File: src/rtl/wb_sharedbus.sv
// Wishbone shared-bus interconnect: NUM_M masters share one path to NUM_S slaves.
// Round-robin arbitration, base/mask decode, default-slave error and stall timeout.
module wb_sharedbus #(
  parameter int                  NUM_M    = 2,
  parameter int                  NUM_S    = 4,
  parameter logic [NUM_S*32-1:0] SLV_BASE = '0,
  parameter logic [NUM_S*32-1:0] SLV_MASK = '0,
  parameter int                  TIMEOUT  = 255
) (
  input  logic                  clk,
  input  logic                  reset_n,
  input  logic [NUM_M*32-1:0]   m_adr_i,
  input  logic [NUM_M*32-1:0]   m_dat_i,
  input  logic [NUM_M*4-1:0]    m_sel_i,
  input  logic [NUM_M-1:0]      m_we_i,
  input  logic [NUM_M-1:0]      m_cyc_i,
  input  logic [NUM_M-1:0]      m_stb_i,
  output logic [31:0]           m_dat_o,
  output logic [NUM_M-1:0]      m_ack_o,
  output logic [NUM_M-1:0]      m_err_o,
  output logic [NUM_M-1:0]      m_rty_o,
  output logic [31:0]           s_adr_o,
  output logic [31:0]           s_dat_o,
  output logic [3:0]            s_sel_o,
  output logic                  s_we_o,
  output logic [NUM_S-1:0]      s_cyc_o,
  output logic [NUM_S-1:0]      s_stb_o,
  input  logic [NUM_S*32-1:0]   s_dat_i,
  input  logic [NUM_S-1:0]      s_ack_i,
  input  logic [NUM_S-1:0]      s_err_i,
  input  logic [NUM_S-1:0]      s_rty_i,
  output logic [NUM_M-1:0]      grant_o
);

  localparam int LW = (NUM_M > 1) ? $clog2(NUM_M) : 1;
  localparam int CW = (TIMEOUT > 1) ? $clog2(TIMEOUT) : 1;

  typedef enum logic {IDLE = 1'b0, OWNED = 1'b1} state_t;

  state_t           state_reg;
  logic [NUM_M-1:0] grant_reg;
  logic [LW-1:0]    last_reg;
  logic             err_d_reg;
  logic             tmo_err_reg;

  logic             owned;
  logic             own_cyc;
  logic             own_stb;
  logic             own_busy;
  logic [31:0]      own_adr;
  logic [NUM_S-1:0] hit;
  logic [NUM_S-1:0] sel_oh;
  logic             nomatch;
  logic [31:0]      sel_dat;
  logic             own_ack;
  logic             own_err;
  logic             own_rty;
  logic             own_term;
  logic             rr_found;
  logic [LW-1:0]    rr_idx;

  // The current owner is always the most recent winner, so last_reg doubles as the mux select.
  assign owned    = (state_reg == OWNED);
  assign own_cyc  = owned & m_cyc_i[last_reg];
  assign own_stb  = owned & m_stb_i[last_reg];
  assign own_busy = own_cyc & own_stb;
  assign own_adr  = owned ? m_adr_i[last_reg*32 +: 32] : '0;

  assign s_adr_o  = own_adr;
  assign s_dat_o  = owned ? m_dat_i[last_reg*32 +: 32] : '0;
  assign s_sel_o  = owned ? m_sel_i[last_reg*4 +: 4] : '0;
  assign s_we_o   = owned & m_we_i[last_reg];
  assign grant_o  = grant_reg;

  generate
    for (genvar gi = 0; gi < NUM_S; gi++) begin : g_decode
      assign hit[gi] = ((own_adr & SLV_MASK[gi*32 +: 32]) == SLV_BASE[gi*32 +: 32]);
    end
  endgenerate

  // Isolate the lowest set bit so overlapping windows resolve to the lowest slave index.
  assign sel_oh  = hit & (~hit + NUM_S'(1));
  assign nomatch = ~|hit;

  always_comb begin
    sel_dat = '0;
    for (int k = 0; k < NUM_S; k++) begin
      if (sel_oh[k]) sel_dat = s_dat_i[k*32 +: 32];
    end
  end

  assign s_cyc_o  = {NUM_S{own_cyc}} & sel_oh;
  assign s_stb_o  = {NUM_S{own_stb}} & sel_oh;
  assign m_dat_o  = owned ? sel_dat : '0;

  assign own_ack  = own_stb & |(sel_oh & s_ack_i);
  assign own_rty  = own_stb & |(sel_oh & s_rty_i);
  assign own_err  = (own_stb & |(sel_oh & s_err_i)) | err_d_reg | tmo_err_reg;
  assign own_term = own_ack | own_err | own_rty;

  assign m_ack_o  = {NUM_M{own_ack}} & grant_reg;
  assign m_err_o  = {NUM_M{own_err}} & grant_reg;
  assign m_rty_o  = {NUM_M{own_rty}} & grant_reg;

  // Search starts just past the previous owner, giving round-robin fairness.
  always_comb begin
    rr_found = 1'b0;
    rr_idx   = last_reg;
    for (int i = 1; i <= NUM_M; i++) begin
      if (!rr_found && m_cyc_i[(int'(last_reg) + i) % NUM_M]) begin
        rr_found = 1'b1;
        rr_idx   = LW'((int'(last_reg) + i) % NUM_M);
      end
    end
  end

  always_ff @(posedge clk) begin
    if (!reset_n) begin
      state_reg <= IDLE;
      grant_reg <= '0;
      last_reg  <= LW'(NUM_M - 1);
      err_d_reg <= 1'b0;
    end else begin
      // Default slave answers every other cycle of a held strobe.
      err_d_reg <= own_busy & nomatch & ~err_d_reg;
      case (state_reg)
        IDLE: begin
          if (rr_found) begin
            state_reg <= OWNED;
            grant_reg <= NUM_M'(1) << rr_idx;
            last_reg  <= rr_idx;
          end
        end
        OWNED: begin
          if (!own_cyc) begin
            if (rr_found) begin
              grant_reg <= NUM_M'(1) << rr_idx;
              last_reg  <= rr_idx;
            end else begin
              state_reg <= IDLE;
              grant_reg <= '0;
            end
          end
        end
        default: begin
          state_reg <= IDLE;
          grant_reg <= '0;
        end
      endcase
    end
  end

  generate
    if (TIMEOUT > 0) begin : g_timeout
      logic [CW-1:0] cnt_reg;
      always_ff @(posedge clk) begin
        if (!reset_n) begin
          cnt_reg     <= '0;
          tmo_err_reg <= 1'b0;
        end else begin
          tmo_err_reg <= 1'b0;
          if (!own_busy || own_term) begin
            cnt_reg <= '0;
          end else if (cnt_reg == CW'(TIMEOUT - 1)) begin
            cnt_reg     <= '0;
            tmo_err_reg <= 1'b1;
          end else begin
            cnt_reg <= cnt_reg + CW'(1);
          end
        end
      end
    end else begin : g_no_timeout
      assign tmo_err_reg = 1'b0;
    end
  endgenerate

endmodule

File: config.mk
export PLATFORM = sky130hd
export DESIGN_NAME = wb_sharedbus
export DESIGN_NICKNAME = d
export VERILOG_FILES = /design/src/rtl/wb_sharedbus.sv
export SDC_FILE = /design/constraint.sdc
export NUM_CORES = 1
export LEC_CHECK = 0
export BUFFER_PORTS_ARGS = -buffer_cell sky130_fd_sc_hd__buf_2
export CAP_MARGIN = 10
export CORE_AREA = 2 2 156 158
export CTS_CLUSTER_SIZE = 16
export DETAILED_ROUTE_END_ITERATION = 12
export DIE_AREA = 0 0 158 160
export SLEW_MARGIN = 15
export SYNTH_ARGS = -nofsm -noshare
export SYNTH_HDL_FRONTEND = slang
export SYNTH_SLANG_ARGS = --single-unit
File: constraint.sdc
create_clock -name clk -period 3 [get_ports clk]
set_clock_uncertainty 0.15 [all_clocks]
set_input_delay 0.6 -clock clk [delete_from_list [all_inputs] [get_ports clk]]
set_output_delay 0.6 -clock clk [all_outputs]
set_load 0.01 [all_outputs]
==> impl_metrics.sql <==
INSERT INTO impl_metrics (metric_group, metric, value, unit) VALUES
('drt', 'via_per_inst', '3.307', ''),
('power', 'internal-power', '608.4', 'µW'),
('global_routing', 'grt_first_pass_wirelength', '12390', 'µm'),
('drt', 'route.detailed.wl_per_inst', '10.74', 'µm'),
('critical_path', 'crit_arrival', '1.73', 'ns'),
('logic_synthesis', 'distinct_cell_type_count_after_synthesis', '37', ''),
('power', 'netSwitchingPower', '311.2', 'µW'),
('drt', 'drc', '0', ''),
('logic_synthesis', 'yosys_warnings', '0', ''),
('placed_design', 'detailed_place_hpwl', '8005', 'µm'),
('power', 'power_frac_seq', '21.5', '%'),
('cells_and_area', 'layout.nets', '838', ''),
('timing', 'setup_viol', '0', ''),
('logic_synthesis', 'synth_async_sr_flop_share', '0', '%'),
('critical_path', 'criticalPathCategory', 'reg2out', ''),
('timing', 'rsz0062_at_grt', 'false', ''),
('cells_and_area', 'layout_commonest_cell', 'buf_2', ''),
('timing', 'max_freq', '403.4', 'MHz'),
('timing', 'report.final.hold_viol_count', '0', ''),
('global_routing', 'antenna_found_initial', '0', ''),
('cts', 'clk_root_buffer_cell', 'clkbuf_16', ''),
('critical_path', 'worst-r2r-setup-slack', '1.30', 'ns'),
('drt', 'overall_via_count_from_detail_route', '2894', ''),
('critical_path', 'type_of_element_capturing_the_critical_path', 'output pin', ''),
('timing', 'relSlewSlack', '60.89', '%'),
('global_routing', 'grt_max_degree', '64', ''),
('critical_path', 'required', '2.25', 'ns'),
('placed_design', 'io_buffers', '289', ''),
('logic_synthesis', 'post_synthesis_instance_area', '2195', 'µm²'),
('timing', 'finalHoldWorstSlack', '0.3378', 'ns'),
('cts', 'cts_sinks', '13', ''),
('flow_run', 'max-cap-violations', '0', ''),
('die', 'floorplan.die_area', '25280', 'µm²'),
('logic_synthesis', 'synth_sequential_area_ratio', '11.86', '%'),
('cts', 'clkSlewWorstSetupHoldPaths', '0.04', 'ns'),
('cells_and_area', 'fraction_of_final_layout_cells_with_drive_strength_greater_than_1', '55.35', '%'),
('logic_synthesis', 'synth-main-ff-cell', 'dfxtp_1', ''),
('critical_path', 'worstSetupStartpointType', 'register', ''),
('critical_path', 'path_max_fanout', '25', ''),
('logic_synthesis', 'post_synth_edffs', '0', ''),
('status', 'outcome', 'finished clean', ''),
('global_routing', 'grt_use_total', '6.136', '%'),
('power', 'worst_ir_drop_on_vdd', '0.1368', 'mV'),
('die', 'io_pins', '401', ''),
('die', 'initial_utilization', '9.213', '%'),
('die', 'placement_rows', '57', ''),
('timing', 'min_period', '2.479', 'ns'),
('die', 'coreArea', '23820', 'µm²'),
('cells_and_area', 'n_antenna_cell', '0', ''),
('timing', 'worst_slew_pin_slew', '0.5866', 'ns'),
('power', 'power.clock.fraction', '26.8', '%'),
('logic_synthesis', 'syn-mean-instance-area', '7.838', 'µm²'),
('cells_and_area', 'largest_reg_flops', '8', ''),
('power', 'netSwitchingFraction', '33.84', '%'),
('cells_and_area', 'area_overhead_of_the_layout_relative_to_synthesis', '83.47', '%'),
('drt', 'routed_wirelength', '9400', 'µm'),
('power', 'power-per-cell-area', '228.4', 'nW/µm²'),
('cells_and_area', 'most-common-layout-cells', '289 x buf_2, 72 x nor2b_1, 69 x mux2i_1, 33 x and2_1, 11 x dfxtp_1', ''),
('drt', 'detail-route-antenna-nets', '0', ''),
('drt', 'first_pass_iters', '4', ''),
('global_routing', 'first_global_vias', '2509', ''),
('placed_design', 'routabilityCongestion', '0.7230', ''),
('cts', 'holdBufCountCts', '0', ''),
('cts', 'cts-htree-levels', '1', ''),
('cts', 'cts_resized', '0', ''),
('timing', 'fin_setup_tns', '0', 'ns'),
('die', 'die_width', '158', 'µm'),
('worst_hold_path', 'worstHoldPathType', 'reg2reg', ''),
('cts', 'clock_path_buffers', '2', ''),
('placed_design', 'dp_cells', '871', ''),
('cts', 'insertion_delay', '0.24', 'ns'),
('die', 'die_span_y', '160', 'µm'),
('drt', 'dr.first_iter.drc_count', '123', ''),
('cts', 'cts_inserted_buffers', '3', ''),
('power', 'p_leak', '0.002386', 'µW'),
('timing', 'period_share', '82.64', '%'),
('logic_synthesis', 'syn_inst', '280', ''),
('cts', 'tritoncts', 'done', ''),
('timing', 'timing.final.max_slew_violations', '0', ''),
('logic_synthesis', 'yosys_register_bits', '13', ''),
('global_routing', 'grt.overflow.total', '0', ''),
('cells_and_area', 'layoutNonFillerInstCount', '875', ''),
('power', 'power.combinational.fraction', '51.7', '%'),
('cts', 'cts.repair_timing.setup_buffer_count', '0', '');
[path summary, 6_finish.rpt]
kind	end	cells past startpoint	startpoint
setup / recovery	s_dat_o[18]	4	last_reg$_SDFFE_PN1P_
hold / removal	tmo_err_reg$_SDFF_PP0_	1	tmo_err_reg$_SDFF_PP0_
setup reg to reg	tmo_err_reg$_SDFF_PP0_	2	owned$_SDFF_PN0_
hold reg to reg	tmo_err_reg$_SDFF_PP0_	1	tmo_err_reg$_SDFF_PP0_
[per-layer routing]
layer  GRT usage, %  vias up  part of all wire (%)
met5              0        -                     0
met4          1.147        0                     0
met1          6.865     1286                    40
li1               -     1472                     -
met2          12.21      136                    52
met3         0.7327        0                   7.9
[power by group through the flow]
stage | clock [µW] | sequential (µW) | combinational, µW
after global placement | 0 | 203 | 474
after detailed placement | 0 | 203 | 479
after CTS | 254 | 200 | 481
after floorplan | 0 | 185 | 270
after global routing | 262 | 201 | 519
final | 246 | 198 | 475
[cell usage after synthesis, types with 2 or more instances]
library cell	instances	area (µm²)
and3_1	4	25.02
nand3_1	6	30.03
a211oi_1	3	22.52
o21ai_0	6	30.03
nor2_1	5	18.77
a31oi_1	3	18.77
mux2i_1	69	690.7
buf_4	13	97.59
dfxtp_1	13	260.3
buf_2	5	25.02
nor2b_1	72	450.4
or3_1	3	18.77
xor2_1	2	17.52
nand2_1	4	15.01
and2_1	33	206.5
nor3_1	5	25.02
ha_1	2	25.02
inv_1	2	7.510
clkbuf_1	12	45.04
[logic make-up (layout without fill, tap and decap cells)]
group                    Yosys count  in the layout  share of synthesized area (%)
buffers and inverters             33            299                          8.494
multiplexers                      71             71                          32.67
AND/OR/NAND/NOR                  139            139                          38.48
XOR/XNOR                           3              3                          1.197
adder cells (fa/ha/maj)            2              2                          1.140
AO/OA/AOI/OAI                     18             18                          5.986
other                              1              6                         0.1709
flip-flops                        13             13                          11.86
[worst max-delay path, stage by stage (launching register included)]
cell and delay [ns]:
dfxtp_4 0.50, buf_4 0.44, mux2i_1 0.31, nor2b_1 0.07, buf_2 0.14
[final cells by class]
cell class	count	area, µm²
flip-flops and latches	13	265.3
clock buffers	3	75.07
well taps	324	405.4
inverters	2	7.507
multi-input cells	239	1767
clock inverters	1	5.005
fillers	2750	19790
repair buffers	293	1501
[metrics by stage]
step                cell area, µm²  util, %  worst slack [ns]  total power [µW]
finish                        4026    16.90            0.5209             919.6
global route                  4026    16.90            0.4010             982.0
CTS                           4026    16.90            0.4929             934.0
detailed placement            3946    16.57            0.6523             682.3
global placement              3946    16.57            0.6524             676.7
floorplan                     2213        -            0.9505             455.0
Note: power is estimated with default switching activity, not from simulation.
